`src/rtl/gnr_pkg.sv`:
```
// Shared definitions for gene-regulatory-network nodes: parameter limits and
// the truth-table index packing shared with the network generator.
package gnr_pkg;

   localparam int K_MIN     = 1;
   localparam int K_MAX     = 8;
   localparam int DIV_MIN   = 1;
   localparam int DIV_MAX   = 16;
   localparam int IDX_MAX_W = K_MAX + 1;

   // Forms {self, regs} for a k-input node; bits above k are forced to zero.
   function automatic logic [IDX_MAX_W-1:0] pack_index(input logic             self_state,
                                                       input logic [K_MAX-1:0] regs,
                                                       input int               k);
      logic [IDX_MAX_W-1:0] mask;
      mask = (IDX_MAX_W'(1) << k) - IDX_MAX_W'(1);
      return ({1'b0, regs} & mask) | (IDX_MAX_W'(self_state) << k);
   endfunction

endpackage

```
`src/rtl/gnr_lut_node_if.sv`:
```
// Control, regulator and status signals of one network node.
interface gnr_lut_node_if #(
   parameter int K = 6
);
   localparam int AW = K + 1;

   logic          reset_nos;
   logic          init_state;
   logic          start_s0;
   logic          start_s1;
   logic [K-1:0]  reg_s0;
   logic [K-1:0]  reg_s1;
   logic          cfg_we;
   logic [AW-1:0] cfg_addr;
   logic          cfg_data;
   logic          s0;
   logic          s1;
   logic          chg_s0;
   logic          chg_s1;
   logic          upd_s0;

   modport master (
      output reset_nos, init_state, start_s0, start_s1, reg_s0, reg_s1,
             cfg_we, cfg_addr, cfg_data,
      input  s0, s1, chg_s0, chg_s1, upd_s0
   );

   modport slave (
      input  reset_nos, init_state, start_s0, start_s1, reg_s0, reg_s1,
             cfg_we, cfg_addr, cfg_data,
      output s0, s1, chg_s0, chg_s1, upd_s0
   );

endinterface

```
`src/rtl/gnr_lut_ram.sv`:
```
// Truth-table storage: 1-bit entries, reset-cleared, one write port and two
// combinational read ports (slow and fast state copies).
module gnr_lut_ram #(
   parameter int AW = 7
) (
   input  logic          clk,
   input  logic          rst,
   input  logic          we,
   input  logic [AW-1:0] waddr,
   input  logic          wdata,
   input  logic [AW-1:0] raddr_s0,
   input  logic [AW-1:0] raddr_s1,
   output logic          rdata_s0,
   output logic          rdata_s1
);

   localparam int DEPTH = 1 << AW;

   logic [DEPTH-1:0] lut_reg;

   // Per-entry flops so the whole table clears in the reset cycle.
   for (genvar gi = 0; gi < DEPTH; gi++) begin : g_entry
      always_ff @(posedge clk) begin
         if (rst) begin
            lut_reg[gi] <= 1'b0;
         end else if (we && (waddr == AW'(gi))) begin
            lut_reg[gi] <= wdata;
         end
      end
   end

   assign rdata_s0 = lut_reg[raddr_s0];
   assign rdata_s1 = lut_reg[raddr_s1];

endmodule

```
`src/rtl/gnr_lut_node.sv`:
```
// Programmable Boolean network node with slow/fast state copies for
// tortoise/hare attractor detection.
module gnr_lut_node
   import gnr_pkg::*;
#(
   parameter int K        = 6,
   parameter int SLOW_DIV = 2
) (
   input logic         clk,
   input logic         rst,
   gnr_lut_node_if.slave bus
);

   localparam int AW    = K + 1;
   localparam int DIV_W = (SLOW_DIV > 1) ? $clog2(SLOW_DIV) : 1;

   if (K < K_MIN || K > K_MAX) begin : g_bad_k
      $error("gnr_lut_node: K out of range");
   end
   if (SLOW_DIV < DIV_MIN || SLOW_DIV > DIV_MAX) begin : g_bad_div
      $error("gnr_lut_node: SLOW_DIV out of range");
   end

   logic             s0_reg, s0_next;
   logic             s1_reg, s1_next;
   logic             chg_s0_reg, chg_s0_next;
   logic             chg_s1_reg, chg_s1_next;
   logic             upd_s0_reg, upd_s0_next;
   logic [DIV_W-1:0] div_cnt_reg, div_cnt_next;
   logic [AW-1:0]    idx_s0, idx_s1;
   logic             lut_s0, lut_s1;

   assign idx_s0 = AW'(pack_index(s0_reg, K_MAX'(bus.reg_s0), K));
   assign idx_s1 = AW'(pack_index(s1_reg, K_MAX'(bus.reg_s1), K));

   // Reads are combinational, so a same-cycle write is seen only next cycle.
   gnr_lut_ram #(.AW(AW)) u_lut (
      .clk      (clk),
      .rst      (rst),
      .we       (bus.cfg_we),
      .waddr    (bus.cfg_addr),
      .wdata    (bus.cfg_data),
      .raddr_s0 (idx_s0),
      .raddr_s1 (idx_s1),
      .rdata_s0 (lut_s0),
      .rdata_s1 (lut_s1)
   );

   always_comb begin
      s0_next      = s0_reg;
      s1_next      = s1_reg;
      chg_s0_next  = 1'b0;
      chg_s1_next  = 1'b0;
      upd_s0_next  = 1'b0;
      div_cnt_next = div_cnt_reg;
      if (bus.reset_nos) begin
         s0_next      = bus.init_state;
         s1_next      = bus.init_state;
         div_cnt_next = '0;
      end else begin
         if (bus.start_s0) begin
            if (div_cnt_reg == '0) begin
               s0_next      = lut_s0;
               chg_s0_next  = (lut_s0 != s0_reg);
               upd_s0_next  = 1'b1;
               div_cnt_next = (SLOW_DIV == 1) ? '0 : DIV_W'(1);
            end else begin
               div_cnt_next = (div_cnt_reg == DIV_W'(SLOW_DIV - 1)) ? '0
                              : div_cnt_reg + DIV_W'(1);
            end
         end
         if (bus.start_s1) begin
            s1_next     = lut_s1;
            chg_s1_next = (lut_s1 != s1_reg);
         end
      end
   end

   always_ff @(posedge clk) begin
      if (rst) begin
         s0_reg      <= 1'b0;
         s1_reg      <= 1'b0;
         chg_s0_reg  <= 1'b0;
         chg_s1_reg  <= 1'b0;
         upd_s0_reg  <= 1'b0;
         div_cnt_reg <= '0;
      end else begin
         s0_reg      <= s0_next;
         s1_reg      <= s1_next;
         chg_s0_reg  <= chg_s0_next;
         chg_s1_reg  <= chg_s1_next;
         upd_s0_reg  <= upd_s0_next;
         div_cnt_reg <= div_cnt_next;
      end
   end

   assign bus.s0     = s0_reg;
   assign bus.s1     = s1_reg;
   assign bus.chg_s0 = chg_s0_reg;
   assign bus.chg_s1 = chg_s1_reg;
   assign bus.upd_s0 = upd_s0_reg;

endmodule

```
`src/flat_wrapper.sv`:
```
// flat-port wrapper written by rule: the top's interface ports become plain ports
module gnr_lut_node_flat import gnr_pkg::*;
#(
   parameter int K        = 6,
   parameter int SLOW_DIV = 2
)
  (clk, rst, bus_reset_nos, bus_init_state, bus_start_s0, bus_start_s1, bus_reg_s0, bus_reg_s1, bus_cfg_we, bus_cfg_addr, bus_cfg_data, bus_s0, bus_s1, bus_chg_s0, bus_chg_s1, bus_upd_s0);
  gnr_lut_node_if #(.K(K)) bus_i ();
  input logic clk;
  input logic rst;
  input wire logic [$bits(bus_i.reset_nos)-1:0] bus_reset_nos;
  input wire logic [$bits(bus_i.init_state)-1:0] bus_init_state;
  input wire logic [$bits(bus_i.start_s0)-1:0] bus_start_s0;
  input wire logic [$bits(bus_i.start_s1)-1:0] bus_start_s1;
  input wire logic [$bits(bus_i.reg_s0)-1:0] bus_reg_s0;
  input wire logic [$bits(bus_i.reg_s1)-1:0] bus_reg_s1;
  input wire logic [$bits(bus_i.cfg_we)-1:0] bus_cfg_we;
  input wire logic [$bits(bus_i.cfg_addr)-1:0] bus_cfg_addr;
  input wire logic [$bits(bus_i.cfg_data)-1:0] bus_cfg_data;
  output wire logic [$bits(bus_i.s0)-1:0] bus_s0;
  output wire logic [$bits(bus_i.s1)-1:0] bus_s1;
  output wire logic [$bits(bus_i.chg_s0)-1:0] bus_chg_s0;
  output wire logic [$bits(bus_i.chg_s1)-1:0] bus_chg_s1;
  output wire logic [$bits(bus_i.upd_s0)-1:0] bus_upd_s0;
  assign bus_i.reset_nos = bus_reset_nos;
  assign bus_i.init_state = bus_init_state;
  assign bus_i.start_s0 = bus_start_s0;
  assign bus_i.start_s1 = bus_start_s1;
  assign bus_i.reg_s0 = bus_reg_s0;
  assign bus_i.reg_s1 = bus_reg_s1;
  assign bus_i.cfg_we = bus_cfg_we;
  assign bus_i.cfg_addr = bus_cfg_addr;
  assign bus_i.cfg_data = bus_cfg_data;
  assign bus_s0 = bus_i.s0;
  assign bus_s1 = bus_i.s1;
  assign bus_chg_s0 = bus_i.chg_s0;
  assign bus_chg_s1 = bus_i.chg_s1;
  assign bus_upd_s0 = bus_i.upd_s0;
  gnr_lut_node #(.K(K), .SLOW_DIV(SLOW_DIV)) u_core (.clk(clk), .rst(rst), .bus(bus_i));
endmodule
```
`config.mk`:
```
export PLATFORM = sky130hd
export DESIGN_NAME = gnr_lut_node_flat
export DESIGN_NICKNAME = d
export VERILOG_FILES = /design/src/rtl/gnr_pkg.sv /design/src/rtl/gnr_lut_node_if.sv /design/src/rtl/gnr_lut_ram.sv /design/src/rtl/gnr_lut_node.sv /design/src/flat_wrapper.sv
export SDC_FILE = /design/constraint.sdc
export NUM_CORES = 1
export LEC_CHECK = 0
export ABC_CLOCK_PERIOD_IN_PS = 6700
export CAP_MARGIN = 20
export CORE_ASPECT_RATIO = 0.9
export CORE_MARGIN = 1
export CORE_UTILIZATION = 55
export CTS_BUF_LIST = sky130_fd_sc_hd__clkbuf_8
export CTS_CLUSTER_DIAMETER = 60
export DETAILED_ROUTE_END_ITERATION = 8
export PLACE_DENSITY = 0.73
export SYNTH_ARGS = -nofsm -noshare
export SYNTH_HDL_FRONTEND = slang
export SYNTH_SLANG_ARGS = --single-unit
```
`constraint.sdc`:
```
create_clock -name clk -period 6.7 [get_ports clk]
set_input_delay 1.34 -clock clk [delete_from_list [all_inputs] [get_ports clk]]
set_output_delay 1.34 -clock clk [all_outputs]
set_load 0.05 [all_outputs]
```
==> impl_metrics.toml <==
[detailed_routing]
routed_wl_mm = 25.3
dr.pass1.iters = 5
drc = 0
ant_nets = 0
vias = 7317
viasPerCell = 7.45
drtIter0Drc = 1360
wl_per_cell_um = 25.7

[grt]
antenna_found_initial = 1
grt_pass1_vias = 6956
grt_usage = 0.368
grt_pass1_wl_mm = 39.3
top_usage_layer = "met2"
grt-ovfl-total = 0
grt_max_degree = 100
grt_use_met2 = 0.554
met1_usage = 0.470
met3_usage = 0.108

[timing]
setup_viol = 0
tightest_slew_ns = 1.11
period_needed_ns = 3.91
fmaxAchievable_mhz = 256
setup_tns_ns = 0
slew_headroom = 0.260
hold_violations = 0
fin_crit_sh = 0.583
finClkSkew_ns = 0.0108
rsz0062_at_grt = "false"
maxSlewViolCount = 0

[yosys]
synth_area_leader_cell = "dfxtp_1"
synth_area_um2 = 7600
ys_types = 55
synth_flop_cell = "dfxtp_1"
synth_most_common_cell = "dfxtp_1"
synthArstFlopShare = 0
synth-seq-cells = 134
seq_area_frac_synth = 0.353
synth-edff-count = 0
ys_top_cells_by_count = "134 x dfxtp_1, 132 x a21oi_1, 128 x o21ai_0, 87 x nand3_1, 76 x clkbuf_1"
synth_nets = 864
ys_warn_count = 0
avgSynthCellArea_um2 = 9.08
syn_inst = 837
synth_top_area_frac = 0.353
netlist_top_cells_area = "dfxtp_1 35%, mux4_2 19%, a21oi_1 8.7%"

[floorplan]
dieArea_um2 = 14300
fp-row-count = 40
io_pins = 32
core_area_um2 = 13400
start_util = 0.567
die_w_um = 126
die_y_um = 114

[clock_network]
cts-buffers-inserted = 17
clock_path_buffers = 2
cts_root_buf = "clkbuf_8"
cts_resized = 0
cts_tree = "built"
clk_pin_slew_worst_paths_ns = 0.07
clk_latency_ns = 0.46
clock_sinks = 134
hold_buffers = 0
htreeDepth = 4
post_cts_buffers = 0

[finish]
diodes = 0
fin_cells = 982
final_net_count = 833
largest_register_ffs = 128
drive_gt1_frac = 0.149
area_delta_synth_final_pct = 7.42
fin_area_um2 = 8170

[placed_design]
placed_cell_area_um2 = 7820
gp_congestion = 0.984
placedCellCount = 955
dpl.hpwl_mm = 15.9
io_buffer_count = 31

[power]
p_seq_frac = 0.495
ir_worst_vdd_v = 0.000138
internal_power_mw = 1.19
pwr-share-comb = 0.113
p_sw_mw = 0.434
p_leak_nw = 2.53
clkPwrFrac = 0.392
p_sw_frac = 0.268
p_per_area_nw_per_um2 = 199

[setup_path]
crit_path_max_fanout = 21
crit_type = "primary input to register"
crit_arrival_ns = 4.20
start_kind = "primary input"
cp.required_ns = 6.99
end_kind = "register"

[run]
maxCapViolCount = 0

[status]
status = "finished clean"

[hold_path]
hp-class = "register to register"
==> kinds of logic (layout without fill, tap and decap cells) <==
| logic type | after synthesis | in the layout | synth area share |
|---|---|---|---|
| compound gates | 285 | 285 | 0.199 |
| xor+xnor | 1 | 1 | 0.00115 |
| buf+inv | 102 | 79 | 0.0599 |
| flops | 134 | 134 | 0.353 |
| mux | 93 | 93 | 0.231 |
| simple gates | 222 | 222 | 0.156 |
==> worst max-delay path: stages <==
cell             delay [ns]
clkdlybuf4s50_1        0.61
and3b_1                0.84
nand3_1                0.87
o21ai_0                0.43
a21oi_1                0.10
==> path summary, 6_finish.rpt <==
path / start / depth (start not counted) / slack, ns / end
hold / removal: u_core.u_lut.lut_reg[92]$_SDFFE_PP0P_ / 2 / 0.49 / u_core.u_lut.lut_reg[92]$_SDFFE_PP0P_
hold reg to reg: u_core.u_lut.lut_reg[92]$_SDFFE_PP0P_ / 2 / 0.49 / u_core.u_lut.lut_reg[92]$_SDFFE_PP0P_
setup reg to reg: u_core.u_lut.lut_reg[26]$_SDFFE_PP0P_ / 6 / 4.59 / u_core.bus.s0$_SDFFE_PP0P_
setup / recovery: bus_cfg_addr[3] / 5 / 2.79 / u_core.u_lut.lut_reg[11]$_SDFFE_PP0P_
==> per-stage QoR <==
step	hold slack (ns)	setup slack (ns)	utilization	power, mW
6_report	0.492	2.79	0.609	1.62
4_1_cts	0.491	2.84	0.609	1.62
3_3_place_gp	0.468	2.38	0.581	0.993
3_5_place_dp	0.481	2.37	0.583	0.998
5_1_grt	0.507	2.63	0.609	1.67
2_1_floorplan	0.459	3.56	-	0.941
==> power by group through the flow <==
stage / Combinational [mW] / Sequential (mW) / Clock, mW
2_1_floorplan: 0.115 / 0.826 / 0
3_3_place_gp: 0.172 / 0.821 / 0
3_5_place_dp: 0.177 / 0.821 / 0
4_1_cts: 0.178 / 0.803 / 0.638
5_1_grt: 0.192 / 0.803 / 0.677
6_report: 0.184 / 0.803 / 0.636
==> routing by layer <==
layer | routed length, um | vias up
met5 | 14 | -
met4 | 1160 | 2
met3 | 3400 | 108
met2 | 11300 | 544
met1 | 9460 | 3530
li1 | - | 3133
==> area by class of cell <==
type	instances	area, um2
well taps	168	210
repair buffers	45	420
clock buffers	19	262
multi-input cells	601	4480
inverters	7	26.3
fillers	1156	5250
flip-flops and latches	134	2680
clock inverters	8	88.8
==> placed cells by master (no fill, tap or decap), types with 3 or more instances in the layout <==
master / n
mux2i_1: 26
and2_1: 4
nand4_1: 48
inv_1: 7
or3b_2: 3
nand2_1: 27
nor3b_1: 4
mux4_2: 63
a21oi_1: 132
nor2b_1: 4
o211ai_1: 4
clkdlybuf4s50_1: 27
and3b_1: 3
o21ai_0: 128
nor3_1: 6
a31oi_1: 3
nor2_1: 20
dfxtp_1: 134
clkbuf_8: 19
buf_4: 15
nand3_1: 87
Note: power is estimated with default switching activity, not from simulation.
